$ cat config.mk
export PLATFORM = sky130hd
export DESIGN_NAME = spi_flash_arbiter_flat
export DESIGN_NICKNAME = d
export VERILOG_FILES = /design/src/rtl/spi_flash_arbiter_pkg.sv /design/src/rtl/spi_flash_arbiter_if.sv /design/src/rtl/spi_flash_arbiter_sync.sv /design/src/rtl/spi_flash_arbiter.sv /design/src/flat_wrapper.sv
export SDC_FILE = /design/constraint.sdc
export NUM_CORES = 1
export LEC_CHECK = 0
export ABC_AREA = 1
export CAP_MARGIN = 20
export CORE_UTILIZATION = 45
export CTS_BUF_LIST = sky130_fd_sc_hd__clkbuf_16
export DETAILED_ROUTE_END_ITERATION = 6
export PLACE_DENSITY = 0.88
export REMOVE_ABC_BUFFERS = 1
export SYNTH_ARGS = -nofsm -noshare
export SYNTH_HDL_FRONTEND = slang
export SYNTH_SLANG_ARGS = --single-unit
export TNS_END_PERCENT = 30
$ cat constraint.sdc
create_clock -name clk -period 2.4 [get_ports clk]
set_input_delay 0.36 -clock clk [delete_from_list [all_inputs] [get_ports clk]]
set_output_delay 0.36 -clock clk [all_outputs]
set_load 0.02 [all_outputs]
$ cat src/rtl/spi_flash_arbiter_pkg.sv
// Shared types and helpers for the SPI config-flash arbiter.
`timescale 1ns/1ps
package spi_arb_pkg;

  // Arbiter FSM encoding
  typedef enum logic [1:0] {
    IDLE_ESP  = 2'd0,
    GUARD_IN  = 2'd1,
    INT       = 2'd2,
    GUARD_OUT = 2'd3
  } arb_state_t;

  // Values reported on the owner output
  localparam logic [1:0] OWNER_ESP   = 2'b00;
  localparam logic [1:0] OWNER_GUARD = 2'b01;
  localparam logic [1:0] OWNER_INT   = 2'b10;

  // Width of a counter that must reach n-1 (at least one bit)
  function automatic int unsigned guard_cnt_w(input int unsigned n);
    return (n <= 2) ? 1 : $clog2(n);
  endfunction

endpackage

$ cat src/rtl/spi_flash_arbiter_if.sv
// Pin bundle between the arbiter, the ESP passthrough, the internal master and the flash.
`timescale 1ns/1ps
interface spi_flash_arbiter_if;
  // ESP32 passthrough side
  logic       esp_clk;
  logic       esp_mosi;
  logic       esp_cs_n;
  logic       esp_miso;
  // Internal SPI master side
  logic       int_req;
  logic       int_gnt;
  logic       int_clk;
  logic       int_cs_n;
  logic       int_mosi;
  logic       int_miso;
  logic       int_abort;
  // Flash pins
  logic       spiflash_clk;
  logic       spiflash_cs_n;
  logic       spiflash_mosi;
  logic       spiflash_miso;
  // Status / control
  logic [1:0] owner;
  logic       collision_clr;
  logic       esp_collision;

  // Arbiter view
  modport slave (
    input  esp_clk, esp_mosi, esp_cs_n,
    input  int_req, int_clk, int_cs_n, int_mosi,
    input  spiflash_miso, collision_clr,
    output esp_miso, int_gnt, int_miso, int_abort,
    output spiflash_clk, spiflash_cs_n, spiflash_mosi,
    output owner, esp_collision
  );

  // Environment view (ESP, internal master, flash model)
  modport master (
    output esp_clk, esp_mosi, esp_cs_n,
    output int_req, int_clk, int_cs_n, int_mosi,
    output spiflash_miso, collision_clr,
    input  esp_miso, int_gnt, int_miso, int_abort,
    input  spiflash_clk, spiflash_cs_n, spiflash_mosi,
    input  owner, esp_collision
  );
endinterface

$ cat src/rtl/spi_flash_arbiter_sync.sv
// Multi-flop synchronizer for a single asynchronous level (cdc_sync_ff).
`timescale 1ns/1ps
module cdc_sync_ff #(
  parameter int unsigned STAGES  = 2,
  parameter logic        RST_VAL = 1'b1
) (
  input  logic clk,
  input  logic rst,
  input  logic i_d,
  output logic o_q
);

  logic [STAGES-1:0] r_q;

  // Shift the async level through the flop chain
  always_ff @(posedge clk or posedge rst) begin
    if (rst) begin
      r_q <= {STAGES{RST_VAL}};
    end else begin
      r_q <= {r_q[STAGES-2:0], i_d};
    end
  end

  assign o_q = r_q[STAGES-1];

endmodule

$ cat src/rtl/spi_flash_arbiter.sv
// Arbitrates the SPI config flash between the ESP32 passthrough (default owner, zero
// latency) and the internal SPI master (guarded, collision-checked handover).
// Optional feature macro: SPI_ARB_INT_TIMEOUT_EN -- limits internal ownership to
// INT_MAX_CYCLES and pulses int_abort on a forced revoke.
`timescale 1ns/1ps
module spi_flash_arbiter
  import spi_arb_pkg::*;
#(
  parameter int unsigned CLOCK_MHZ      = 27,
  parameter int unsigned GUARD_CYCLES   = CLOCK_MHZ,
  parameter int unsigned SYNC_STAGES    = 2,
  parameter int unsigned INT_MAX_CYCLES = CLOCK_MHZ * 100000
) (
  input  logic            clk,
  input  logic            rst,
  spi_flash_arbiter_if.slave bus
);

  localparam int unsigned   CNT_W      = guard_cnt_w(GUARD_CYCLES);
  localparam logic [CNT_W-1:0] GUARD_LAST = CNT_W'(GUARD_CYCLES - 1);

  // Reject configurations the handover logic cannot honour
  if (SYNC_STAGES < 2 || GUARD_CYCLES == 0 || INT_MAX_CYCLES == 0) begin : g_bad_cfg
    $error("spi_flash_arbiter: illegal parameter combination");
  end

  arb_state_t       r_state;
  logic [CNT_W-1:0] r_cnt;
  logic             r_int_gnt;
  logic [1:0]       r_owner;
  logic             r_collision;
  logic             r_abort;

  logic w_esp_cs_s;
  logic w_esp_act;
  logic w_req_ok;
  logic w_timeout;
  logic w_col_set;

  // Bring ESP chip select into the clk domain
  cdc_sync_ff #(
    .STAGES  (SYNC_STAGES),
    .RST_VAL (1'b1)
  ) u_cs_sync (
    .clk (clk),
    .rst (rst),
    .i_d (bus.esp_cs_n),
    .o_q (w_esp_cs_s)
  );

  assign w_esp_act = ~w_esp_cs_s;

`ifdef SPI_ARB_INT_TIMEOUT_EN
  localparam int unsigned OWN_W = 32;

  logic [OWN_W-1:0] r_own_cnt;
  logic             r_req_blk;

  assign w_timeout = (r_state == INT) && (r_own_cnt == OWN_W'(INT_MAX_CYCLES - 1));
  assign w_req_ok  = bus.int_req && !r_req_blk;

  // Ownership timer; a revoke blocks re-arbitration until int_req has dropped once
  always_ff @(posedge clk or posedge rst) begin
    if (rst) begin
      r_own_cnt <= '0;
      r_req_blk <= 1'b0;
    end else begin
      r_own_cnt <= (r_state == INT) ? r_own_cnt + OWN_W'(1) : '0;
      if (w_timeout) begin
        r_req_blk <= 1'b1;
      end else if (!bus.int_req) begin
        r_req_blk <= 1'b0;
      end
    end
  end
`else
  assign w_timeout = 1'b0;
  assign w_req_ok  = bus.int_req;
`endif

  // ESP activity while it is locked out (INT, GUARD_OUT) is a collision
  assign w_col_set = w_esp_act && ((r_state == INT) || (r_state == GUARD_OUT));

  // Arbitration FSM with registered grant, owner, collision flag and abort pulse
  always_ff @(posedge clk or posedge rst) begin
    if (rst) begin
      r_state     <= IDLE_ESP;
      r_cnt       <= '0;
      r_int_gnt   <= 1'b0;
      r_owner     <= OWNER_ESP;
      r_collision <= 1'b0;
      r_abort     <= 1'b0;
    end else begin
      r_abort <= 1'b0;

      if (w_col_set) begin
        r_collision <= 1'b1;
      end else if (bus.collision_clr) begin
        r_collision <= 1'b0;
      end

      case (r_state)
        IDLE_ESP: begin
          r_cnt <= '0;
          if (w_req_ok && !w_esp_act) begin
            r_state <= GUARD_IN;
          end
        end

        GUARD_IN: begin
          if (w_esp_act) begin
            r_state <= IDLE_ESP;
            r_cnt   <= '0;
          end else if (r_cnt == GUARD_LAST) begin
            r_state   <= INT;
            r_cnt     <= '0;
            r_int_gnt <= 1'b1;
            r_owner   <= OWNER_INT;
          end else begin
            r_cnt <= r_cnt + CNT_W'(1);
          end
        end

        INT: begin
          r_cnt <= '0;
          if (!bus.int_req || w_timeout) begin
            r_state   <= GUARD_OUT;
            r_int_gnt <= 1'b0;
            r_owner   <= OWNER_GUARD;
            r_abort   <= bus.int_req && w_timeout;
          end
        end

        GUARD_OUT: begin
          if (r_cnt == GUARD_LAST) begin
            r_state <= IDLE_ESP;
            r_cnt   <= '0;
            r_owner <= OWNER_ESP;
          end else begin
            r_cnt <= r_cnt + CNT_W'(1);
          end
        end

        default: begin
          r_state   <= IDLE_ESP;
          r_cnt     <= '0;
          r_int_gnt <= 1'b0;
          r_owner   <= OWNER_ESP;
        end
      endcase
    end
  end

  logic w_flash_clk;
  logic w_flash_cs_n;
  logic w_flash_mosi;
  logic w_esp_miso;

  // Combinational pin mux steered only by the registered owner
  always_comb begin
    w_flash_clk  = bus.esp_clk;
    w_flash_cs_n = bus.esp_cs_n;
    w_flash_mosi = bus.esp_mosi;
    w_esp_miso   = bus.spiflash_miso;
    case (r_owner)
      OWNER_INT: begin
        w_flash_clk  = bus.int_clk;
        w_flash_cs_n = bus.int_cs_n;
        w_flash_mosi = bus.int_mosi;
        w_esp_miso   = 1'b1;
      end
      OWNER_GUARD: begin
        w_flash_clk  = 1'b0;
        w_flash_cs_n = 1'b1;
        w_flash_mosi = 1'b0;
        w_esp_miso   = 1'b1;
      end
      default: begin
        w_flash_clk  = bus.esp_clk;
        w_flash_cs_n = bus.esp_cs_n;
        w_flash_mosi = bus.esp_mosi;
        w_esp_miso   = bus.spiflash_miso;
      end
    endcase
  end

  assign bus.spiflash_clk  = w_flash_clk;
  assign bus.spiflash_cs_n = w_flash_cs_n;
  assign bus.spiflash_mosi = w_flash_mosi;
  assign bus.esp_miso      = w_esp_miso;
  assign bus.int_miso      = r_int_gnt ? bus.spiflash_miso : 1'b1;
  assign bus.int_gnt       = r_int_gnt;
  assign bus.owner         = r_owner;
  assign bus.esp_collision = r_collision;
  assign bus.int_abort     = r_abort;

endmodule

$ cat src/flat_wrapper.sv
// flat-port wrapper written by rule: the top's interface ports become plain ports
module spi_flash_arbiter_flat import spi_arb_pkg::*;
#(
  parameter int unsigned CLOCK_MHZ      = 27,
  parameter int unsigned GUARD_CYCLES   = CLOCK_MHZ,
  parameter int unsigned SYNC_STAGES    = 2,
  parameter int unsigned INT_MAX_CYCLES = CLOCK_MHZ * 100000
)
  (clk, rst, bus_esp_clk, bus_esp_mosi, bus_esp_cs_n, bus_int_req, bus_int_clk, bus_int_cs_n, bus_int_mosi, bus_spiflash_miso, bus_collision_clr, bus_esp_miso, bus_int_gnt, bus_int_miso, bus_int_abort, bus_spiflash_clk, bus_spiflash_cs_n, bus_spiflash_mosi, bus_owner, bus_esp_collision);
  spi_flash_arbiter_if bus_i ();
  input  logic clk;
  input  logic rst;
  input wire logic [$bits(bus_i.esp_clk)-1:0] bus_esp_clk;
  input wire logic [$bits(bus_i.esp_mosi)-1:0] bus_esp_mosi;
  input wire logic [$bits(bus_i.esp_cs_n)-1:0] bus_esp_cs_n;
  input wire logic [$bits(bus_i.int_req)-1:0] bus_int_req;
  input wire logic [$bits(bus_i.int_clk)-1:0] bus_int_clk;
  input wire logic [$bits(bus_i.int_cs_n)-1:0] bus_int_cs_n;
  input wire logic [$bits(bus_i.int_mosi)-1:0] bus_int_mosi;
  input wire logic [$bits(bus_i.spiflash_miso)-1:0] bus_spiflash_miso;
  input wire logic [$bits(bus_i.collision_clr)-1:0] bus_collision_clr;
  output wire logic [$bits(bus_i.esp_miso)-1:0] bus_esp_miso;
  output wire logic [$bits(bus_i.int_gnt)-1:0] bus_int_gnt;
  output wire logic [$bits(bus_i.int_miso)-1:0] bus_int_miso;
  output wire logic [$bits(bus_i.int_abort)-1:0] bus_int_abort;
  output wire logic [$bits(bus_i.spiflash_clk)-1:0] bus_spiflash_clk;
  output wire logic [$bits(bus_i.spiflash_cs_n)-1:0] bus_spiflash_cs_n;
  output wire logic [$bits(bus_i.spiflash_mosi)-1:0] bus_spiflash_mosi;
  output wire logic [$bits(bus_i.owner)-1:0] bus_owner;
  output wire logic [$bits(bus_i.esp_collision)-1:0] bus_esp_collision;
  assign bus_i.esp_clk = bus_esp_clk;
  assign bus_i.esp_mosi = bus_esp_mosi;
  assign bus_i.esp_cs_n = bus_esp_cs_n;
  assign bus_i.int_req = bus_int_req;
  assign bus_i.int_clk = bus_int_clk;
  assign bus_i.int_cs_n = bus_int_cs_n;
  assign bus_i.int_mosi = bus_int_mosi;
  assign bus_i.spiflash_miso = bus_spiflash_miso;
  assign bus_i.collision_clr = bus_collision_clr;
  assign bus_esp_miso = bus_i.esp_miso;
  assign bus_int_gnt = bus_i.int_gnt;
  assign bus_int_miso = bus_i.int_miso;
  assign bus_int_abort = bus_i.int_abort;
  assign bus_spiflash_clk = bus_i.spiflash_clk;
  assign bus_spiflash_cs_n = bus_i.spiflash_cs_n;
  assign bus_spiflash_mosi = bus_i.spiflash_mosi;
  assign bus_owner = bus_i.owner;
  assign bus_esp_collision = bus_i.esp_collision;
  spi_flash_arbiter #(.CLOCK_MHZ(CLOCK_MHZ), .GUARD_CYCLES(GUARD_CYCLES), .SYNC_STAGES(SYNC_STAGES), .INT_MAX_CYCLES(INT_MAX_CYCLES)) u_core (.clk(clk), .rst(rst), .bus(bus_i));
endmodule
==> impl_results.md, run 1 <==
- Outcome: completed
- Die width: 41.8 um
- Core ar.: 0.00138 mm^2
- # IOs: 21
- Post-DRT Antenna Nets: 0
- Std cell rows: 13
- PwrDens: 998 mW/mm^2
- Dpl ws: 0.397 ns
- Max Clock Freq: 0.445 GHz
- Global-route wire length before repair: 2530 um
- Largest family of logic cells by synthesized area: simple AND/OR/NAND/NOR gates
- Mapped Cells: 89
- Routed WL per cell: 12.4 um
- CP Launch Type: flop
- Inserted Clock Buffers: 3
- Maxcap violations: 0
- Drt initial violations: 20
- I/O Buffers: 19
- Via Count: 634
- N_diodes: 0
- Core Util, Final: 71.0%
- TritonRoute pass-1 iters: 5
- Seq cells post-synth: 13
- Postcts setup bufs: 0
- Post-Syn Area: 712 um^2
- Leakage: 0.504 nW
- Initial antenna violation count: 0
- Global routing met3 resource utilization: 7.83%
- Seq/Total Area, Yosys: 46.0%
- Area growth from synthesis to layout: 37.8%
- Critical path class: flop to primary output
- Worst-path maximum fanout: 6
- Final hold vios: 0
- Synth cell types: 21
- Nets: 126
- Total GRT Usage: 19.0%
- H-Tree Level Count: 1
- Die height: 41.8 um
- Crit end category: primary output
- Final WS setup: 0.152 ns
- Hold buffer count at cts: 0
- DRC errors left: 0
- Min Hold Slack: 0.356 ns
- Post-synthesis compound-gate area fraction: 2.99%
- Hold Path Class: flop to flop
- Post-CTS sizing: 0
- XOR/XNOR share of the synthesized area: 3.69%
- Starting Density: 51.5%
- Syn Area/Cell: 8.00 um^2
- Cells after DPL: 121
- Vias in the first global route: 607
- Most Used Layer, Global Route: met2
- Vias per Instance: 5.07
- Layout fillers: 103
- RSZ-0062 raised after global routing: no
- Met2 usage: 32.8%
- Crit path arrival time: 1.89 ns
- Mux contribution to synthesized area: 0%
- Simple logic cell fraction of the synthesized area: 28.6%
- CTS sink cnt: 13
- RD Place Congestion: 0.691
- WL final: 1550 um
- Final Non-Filler Cells: 125
- Adder-cell share of the synthesized area: 7.03%
- R2R setup slack: 1.15 ns
- CTS tree: yes
- Largest net degree at the start of global routing: 14
- Clock buffer depth: 2
- Most frequent cells in the layout: nand2_1, clkdlybuf4s50_1, inv_1
- Max-slew violation count: 0
- Cell count of the worst reg-to-reg path: 9
- Min cycle time layout: 2.25 ns
- Worst clock skew: 0.00255 ns
- Share of layout cells above drive strength 1: 10.0%
- Grt ovf: 0
- Final TNS setup: 0 ns
- Synth warn: 0
- Critical Path RT: 2.04 ns
- Clock Latency Late Sink: 0.24 ns
- Area occupied by multi-input gates: 305 um^2
- Met1 Use GR: 22.9%
- WHS Path Cells: 0
- Die area: 0.00175 mm^2
- # setup viols final: 0
- FF+latch area: 328 um^2
- Worst-path clk slew: 0.04 ns
- Fin crit share: 93.7%
- Worst VDD drop: 0.000823 V
- Root Driver: clkbuf_16
- Detailed Place HPWL: 1080 um
- Commonest non-fill, non-tap cell in the layout: nand2_1
-- registers in the layout (all words and copies together), names as in the netlist, named ones only --
signal,count
u_core.bus.owner,2
u_core.u_cs_sync.r_q,2
u_core.bus.esp_collision,1
u_core.r_cnt,5
u_core.r_state,1
u_core.bus.int_gnt,1
-- final timing paths --
kind | from | endpoint
max | u_core.bus.owner[0]$_DFFE_PP0P_ | bus_spiflash_cs_n
min reg2reg | u_core.u_cs_sync.r_q[0]$_DFF_PP1_ | u_core.u_cs_sync.r_q[1]$_DFF_PP1_
max reg2reg | u_core.r_cnt[0]$_DFF_PP0_ | flop
min in group asynchronous | rst | u_core.r_cnt[2]$_DFF_PP0_
max in group asynchronous | rst | u_core.u_cs_sync.r_q[0]$_DFF_PP1_
min | u_core.u_cs_sync.r_q[0]$_DFF_PP1_ | u_core.u_cs_sync.r_q[1]$_DFF_PP1_
-- where the power goes --
group | switching [mW] | leakage, nW | internal, mW
Combinational | 0.208 | 0.294 | 0.143
Sequential | 0.0555 | 0.168 | 0.265
Clock | 0.0887 | 0.0423 | 0.219
-- routing by layer --
| metal | vias to the layer above | routed length, um |
|---|---|---|
| met5 | - | 0 |
| met4 | 0 | 0 |
| met3 | 0 | 91 |
| met2 | 23 | 843 |
| met1 | 303 | 617 |
| li1 | 308 | - |
-- stage by stage --
stage | instance area [um^2] | total power [mW]
floorplan | 693 | 0.532
global placement | 902 | 0.636
detailed placement | 902 | 0.654
CTS | 981 | 0.982
global route | 981 | 1.03
finish | 981 | 0.979
-- synthesized netlist by cell type --
master | n | area share, %
nor2_1 | 9 | 4.7
buf_4 | 1 | 1.1
xor2_1 | 2 | 2.5
conb_1 | 1 | 0.53
nand2_4 | 1 | 1.6
o22ai_1 | 1 | 0.88
ha_1 | 4 | 7.0
a21oi_1 | 2 | 1.4
buf_6 | 1 | 1.6
inv_2 | 1 | 0.53
dfrtp_1 | 11 | 39
nand2_2 | 1 | 0.88
nand3_1 | 7 | 4.9
inv_1 | 15 | 7.9
nand3_2 | 1 | 1.4
xnor2_1 | 1 | 1.2
dfstp_2 | 2 | 7.4
nand2_1 | 24 | 13
o21ai_0 | 1 | 0.70
nor2_2 | 2 | 1.8
nor3_1 | 1 | 0.70
-- critical path: stages, from the launching register on --
cell             delay, ns
dfrtp_1               0.38
inv_1                 0.06
ha_1                  0.37
o21ai_0               0.21
clkdlybuf4s50_1       0.63
-- cells by family after synthesis --
family,count (synthesis)
and+or+nand+nor,46
buffers and inverters,18
DFF,13
AOI/OAI and AO/OA,4
adders and majority gates,4
xor gates and xnor gates,3
other,1
-- cell type report --
type                    instances  area share, %
multi-input cells              58           31.1
well taps                      15           1.91
inverters                      16           6.12
clock inverters                 1          0.383
flip-flops and latches         13           33.4
repair buffers                 19           19.4
clock buffers                   3           7.65
Note: power is estimated with default switching activity, not from simulation.
==> inputs of run 2 (changes only) <==
--- a/config.mk
+++ b/config.mk
@@ -12,6 +12,7 @@
 export DETAILED_ROUTE_END_ITERATION = 6
 export PLACE_DENSITY = 0.88
 export REMOVE_ABC_BUFFERS = 1
+export SLEW_MARGIN = 20
 export SYNTH_ARGS = -nofsm -noshare
 export SYNTH_HDL_FRONTEND = slang
 export SYNTH_SLANG_ARGS = --single-unit
==> results of run 2 <==
The final DEF is identical to that of run 1; final timing and power are the same.
==> inputs of run 3 (changes only) <==
--- a/config.mk
+++ b/config.mk
@@ -10,6 +10,7 @@
 export CORE_UTILIZATION = 45
 export CTS_BUF_LIST = sky130_fd_sc_hd__clkbuf_16
 export DETAILED_ROUTE_END_ITERATION = 6
+export MAX_ROUTING_LAYER = met4
 export PLACE_DENSITY = 0.88
 export REMOVE_ABC_BUFFERS = 1
 export SLEW_MARGIN = 20
==> results of run 3 <==
The final DEF is identical to that of run 1; final timing and power are the same.
Main changes from that run: final weighted congestion in routability-driven placement 0.691 -> 0.698; overall routing resource usage 19.0% -> 19.6%
